--- src/rtl/tl_a_burst_arbiter.sv ---
// Round-robin TileLink A-channel arbiter for NumHosts request streams.
// Multi-beat data-carrying requests hold the grant until their last beat.
module tl_a_burst_arbiter #(
   parameter int NumHosts     = 4,
   parameter int DataWidth    = 64,
   parameter int SizeWidth    = 3,
   parameter int MaxSize      = 6,
   parameter int PayloadWidth = 128
) (
   input  logic                                    clk_i,
   input  logic                                    rst_i,
   input  logic [NumHosts-1:0]                     host_valid_i,
   output logic [NumHosts-1:0]                     host_ready_o,
   input  logic [NumHosts-1:0][2:0]                host_opcode_i,
   input  logic [NumHosts-1:0][SizeWidth-1:0]      host_size_i,
   input  logic [NumHosts-1:0][PayloadWidth-1:0]   host_payload_i,
   output logic                                    dev_valid_o,
   input  logic                                    dev_ready_i,
   output logic [2:0]                              dev_opcode_o,
   output logic [SizeWidth-1:0]                    dev_size_o,
   output logic [PayloadWidth-1:0]                 dev_payload_o,
   output logic [$clog2(NumHosts)-1:0]             gnt_idx_o,
   output logic                                    locked_o
);

   localparam int IdxW         = $clog2(NumHosts);
   localparam int NonBurstSize = $clog2(DataWidth / 8);
   localparam int MaxBeats     = 2 ** (MaxSize - NonBurstSize);
   localparam int BeatW        = $clog2(MaxBeats) + 1;

   typedef enum logic {
      IDLE,
      LOCKED
   } state_t;

   state_t            state_q;
   logic [IdxW-1:0]   rr_ptr_q;
   logic [IdxW-1:0]   locked_idx_q;
   logic [BeatW-1:0]  beats_left_q;

   logic [IdxW-1:0]   arb_idx;
   logic              arb_found;
   logic [IdxW-1:0]   gnt_idx;
   logic [BeatW-1:0]  gnt_beats;
   logic              hs;

   function automatic logic [IdxW-1:0] next_idx(
      input logic [IdxW-1:0] i
   );
      if (int'(i) == NumHosts - 1) begin
         return '0;
      end
      return i + 1'b1;
   endfunction

   // Opcodes 0..3 carry data; everything else is a single beat.
   function automatic logic [BeatW-1:0] beat_cnt(
      input logic [2:0]           op,
      input logic [SizeWidth-1:0] sz
   );
      logic [BeatW-1:0] n;
      n = BeatW'(1);
      if (!op[2] && int'(sz) > NonBurstSize) begin
         n = BeatW'(1 << (int'(sz) - NonBurstSize));
      end
      return n;
   endfunction

   always_comb begin : arb_search
      logic [IdxW-1:0] cand;
      arb_idx   = rr_ptr_q;
      arb_found = 1'b0;
      cand      = '0;
      for (int i = 0; i < NumHosts; i++) begin
         cand = IdxW'((int'(rr_ptr_q) + i) % NumHosts);
         if (!arb_found && host_valid_i[cand]) begin
            arb_idx   = cand;
            arb_found = 1'b1;
         end
      end
   end

   assign gnt_idx = (state_q == LOCKED) ? locked_idx_q : arb_idx;

   assign dev_valid_o = (state_q == LOCKED)
                      ? host_valid_i[locked_idx_q]
                      : arb_found;

   assign dev_opcode_o  = host_opcode_i[gnt_idx];
   assign dev_size_o    = host_size_i[gnt_idx];
   assign dev_payload_o = host_payload_i[gnt_idx];
   assign gnt_idx_o     = gnt_idx;
   assign locked_o      = (state_q == LOCKED);

   always_comb begin
      host_ready_o          = '0;
      host_ready_o[gnt_idx] = dev_ready_i & ~rst_i;
   end

   assign hs        = dev_valid_o & dev_ready_i;
   assign gnt_beats = beat_cnt(dev_opcode_o, dev_size_o);

   always_ff @(posedge clk_i) begin
      if (rst_i) begin
         state_q      <= IDLE;
         rr_ptr_q     <= '0;
         locked_idx_q <= '0;
         beats_left_q <= '0;
      end else begin
         unique case (state_q)
            IDLE: begin
               if (hs) begin
                  if (gnt_beats > BeatW'(1)) begin
                     state_q      <= LOCKED;
                     locked_idx_q <= gnt_idx;
                     beats_left_q <= gnt_beats - 1'b1;
                  end else begin
                     rr_ptr_q <= next_idx(gnt_idx);
                  end
               end
            end
            LOCKED: begin
               if (hs) begin
                  beats_left_q <= beats_left_q - 1'b1;
                  if (beats_left_q == BeatW'(1)) begin
                     state_q  <= IDLE;
                     rr_ptr_q <= next_idx(locked_idx_q);
                  end
               end
            end
         endcase
      end
   end

   for (genvar h = 0; h < NumHosts; h++) begin : g_size_chk
      a_legal_size: assert property (
         @(posedge clk_i) disable iff (rst_i)
         host_valid_i[h] |-> int'(host_size_i[h]) <= MaxSize
      );
   end

   a_ready_onehot: assert property (
      @(posedge clk_i) $onehot0(host_ready_o)
   );

endmodule

--- config.mk ---
export PLATFORM = sky130hd
export DESIGN_NAME = tl_a_burst_arbiter
export DESIGN_NICKNAME = d
export VERILOG_FILES = /design/src/rtl/tl_a_burst_arbiter.sv
export SDC_FILE = /design/constraint.sdc
export NUM_CORES = 1
export LEC_CHECK = 0
export ABC_AREA = 1
export CAP_MARGIN = 20
export CORE_AREA = 2 2 270 272
export CTS_CLUSTER_SIZE = 12
export DETAILED_ROUTE_END_ITERATION = 10
export DIE_AREA = 0 0 272 274
export HOLD_SLACK_MARGIN = 0.12
export PLACE_DENSITY = 0.42
export SLEW_MARGIN = 20
export SYNTH_ARGS = -nofsm -noshare
export SYNTH_HDL_FRONTEND = slang
export SYNTH_SLANG_ARGS = --single-unit
--- constraint.sdc ---
create_clock -name clk_i -period 8.25 [get_ports clk_i]
set_input_delay 1.65 -clock clk_i [delete_from_list [all_inputs] [get_ports clk_i]]
set_output_delay 1.65 -clock clk_i [all_outputs]
set_load 0.05 [all_outputs]
==> results of run 1 <==
## Yosys cell counts, types with 4 or more instances
cell,count
a21oi_1,268
a22oi_1,130
buf_1,10
buf_2,43
clkbuf_1,34
dfxtp_1,9
ha_1,11
inv_1,30
inv_2,5
nand2_1,360
nand2_2,16
nand2_4,4
nand3_1,21
nand3_2,5
nand3b_1,4
nor2_1,19
o21ai_0,5
o21ai_1,4
## worst max-delay path: stages
cell	delay, ns
clkdlybuf4s50_1	0.53
inv_1	0.08
nand2_2	0.07
nand3_1	0.08
nand2_1	0.12
inv_1	0.10
nand4_1	0.16
nand2_2	0.09
nand2_4	0.14
nand2_8	0.10
inv_8	0.50
buf_4	0.36
a21oi_1	0.09
a22oi_1	0.24
clkdlybuf4s50_1	0.87
## worst max path at each step
stage | from | to | slack, ns | depth (start not counted)
after CTS | host_valid_i[1] | dev_opcode_o[1] | 1.15 | 15
after global placement | host_valid_i[1] | dev_opcode_o[1] | 1.19 | 15
final | host_valid_i[1] | dev_payload_o[77] | 1.21 | 15
after detailed placement | host_valid_i[1] | dev_opcode_o[1] | 1.16 | 15
after global routing | host_valid_i[1] | dev_payload_o[77] | 0.97 | 15
after floorplan | host_valid_i[0] | host_ready_o[3] | 2.29 | 14
## per-layer routing
layer | GRT usage (%) | wire [microns] | up-vias
li1 | - | - | 4726
met1 | 12.96 | 18290 | 4515
met2 | 23.17 | 25620 | 533
met3 | 2.951 | 4110 | 52
met4 | 2.154 | 897 | 16
met5 | 0 | 86 | -
## flip-flops by register name (all words and copies together), names as in the netlist
register / flops
locked_o: 1
beats_left_q: 4
locked_idx_q: 2
rr_ptr_q: 2
## through the flow
stage          hold slack (ns)  setup slack [ns]  cells
3_5_place_dp            0.4940             1.158   2576
2_1_floorplan           0.4506             2.290    999
4_1_cts                 0.5025             1.149   2580
3_3_place_gp            0.4795             1.187   2576
6_report                0.5053             1.210   2582
5_1_grt                 0.5219            0.9711   2582
## logic make-up (layout without fill, tap and decap cells)
family,count (synthesis),after routing
other,0,2
and+or+nand+nor,438,438
AOI/OAI and AO/OA,412,412
DFF,9,9
buffers and inverters,128,750
adders and majority gates,11,11
xor gates and xnor gates,1,1
## layout make-up
cell class	count	area, sq um
Fill cell	8194	58880
Timing Repair Buffer	710	7079
Multi-Input combinational cell	862	4400
Tap cell	959	1200
Sequential cell	9	180.2
Inverter	36	145.1
Clock buffer	4	78.83
Antenna cell	2	5.005
==> impl_metrics.toml, run 1 <==
[yosys]
post_synth_and_or_nand_nor_area_fraction_pct = 35.70
synthesis.area_sq_mm = 0.005114
syn_area_per_cell_sq_um = 5.119
synth_adder_area_share_pct = 2.691
synth-warning-count = 0
ys_ff_latch = 9
combinational_family_with_the_most_area_after_synthesis = "compound AO/OA/AOI/OAI gates"
area_contributors_post_synth = "nand2_1, a21oi_1, a22oi_1"
post_synth_mux_area_share_pct = 0
synth_compound_gate_area_share_pct = 46.90
postSynthCellCount = 999
postSynthNetCount = 1553
synth_enable_flop_cells = 0
synthDominantAreaCellType = "nand2_1"
post-synth-top-area-fraction_pct = 26.43
synth-main-ff-cell = "dfxtp_1"
synth-async-reset-ratio_pct = 0
synth.lib_cells_used.distinct = 32
synth-xor-area-share_pct = 0.1713
seq_area_frac_synth_pct = 3.523

[critical_path]
timing.reg2reg.worst_path_depth = 25
worst-path-max-fanout = 114
cp-start-kind = "input port"
timing.reg2reg.setup_slack_ns = 3.51
worstReg2RegStart = "rr_ptr_q[0]"
crit_path_end_kind = "output pin"
worst_r2r_endpoint = "beats_left_q[2]"
timing.setup.critical_path_class = "in2out"
arrival_ns = 5.39
crit_path_required_time_ns = 6.60

[sta]
clock_skew_ns = 0.001927
period_needed_ns = 7.040
rsz0062_at_grt = "false"
finalSetupTns_ns = 0
max_clock_freq_mhz = 142.0
timing_max_transition_violations_final = 0
setup_viol = 0
slew-limit-headroom_pct = 42.00
tightest_slew_ns = 0.8700
finalHoldViolCount = 0
post-route-period-util_pct = 85.34

[worst_hold_path]
worstHoldEndpoint = "beats_left_q[1]"
hold_path.startpoint = "beats_left_q[1]"
worstHoldPathCells = 2
timing.hold.worst.class = "reg2reg"

[clock_network]
clkSlewWorstSetupHoldPaths_ns = 0.04
cts-resized-gates = 0
cts.hold.buffers_added = 0
clockRootBuffer = "clkbuf_16"
cts.repair_timing.setup_buffer_count = 0
clock_tree_from_tritoncts = "done"
numCtsBuffers = 3
cts_htree_levels = 1
ctsLongestPathBuffers = 2
insertion_delay_of_the_later_clocked_pin_in_the_worst_skew_pair_ns = 0.23
numClockSinks = 9

[layout]
layout.cells.most_common_list = "clkdlybuf4s50_1, nand2_1, a21oi_1, a22oi_1, inv_1"
final_instance_area_sq_mm = 0.01309
number_of_nets_in_the_layout = 2176
area_delta_synth_final_pct = 156.0
layout-drive-gt1-share_pct = 4.072
commonest_non_fill_non_tap_cell_in_the_layout = "clkdlybuf4s50_1"
final_core_util_pct = 18.19

[global_route]
global_route.usage.total_pct = 11.90
grt_pass1_vias = 10010
initial_antenna_violation_count = 15
residual_overflow_from_global_routing = 0
grt_first_pass_wirelength_mm = 66.58
grt_start_max_net_pins = 141

[floorplanning]
floorplan.core_area_sq_mm = 0.07197
die_height_microns = 274
initial_utilization_pct = 7.105
design.die.area_sq_mm = 0.07453
placement_rows = 99
die_width_microns = 272
top_level_port_count = 685

[routing]
route.detailed.wl_per_inst_microns = 18.98
drt_iter0_markers = 531
post_route_antenna_net_violation_count = 0
detailroute.via_count = 9842
routed_wl_mm = 49.00
post-route-drc-count = 0
via_density_per_instance = 3.812
firstDrtPassIters = 5

[placement]
numPortBuffers = 684
gpl.final_weighted_congestion = 0.9113
hpwlAfterDp_mm = 40.74
place_area_sq_mm = 0.01301

[status]
status = "complete, no violations"

[run]
max_cap_violations = 0
Power of run 1 is not shown: default switching activity piles up to over one toggle a cycle in this logic, so the estimate is an artifact.
==> run 2: changes to the inputs <==
- CTS_CLUSTER_DIAMETER: unset -> 30
- SETUP_SLACK_MARGIN: unset -> 0.15
==> results of run 2 <==
No change in the layout: final DEF, timing and power equal those of run 1.
Power of run 2 is left out for the same reason.
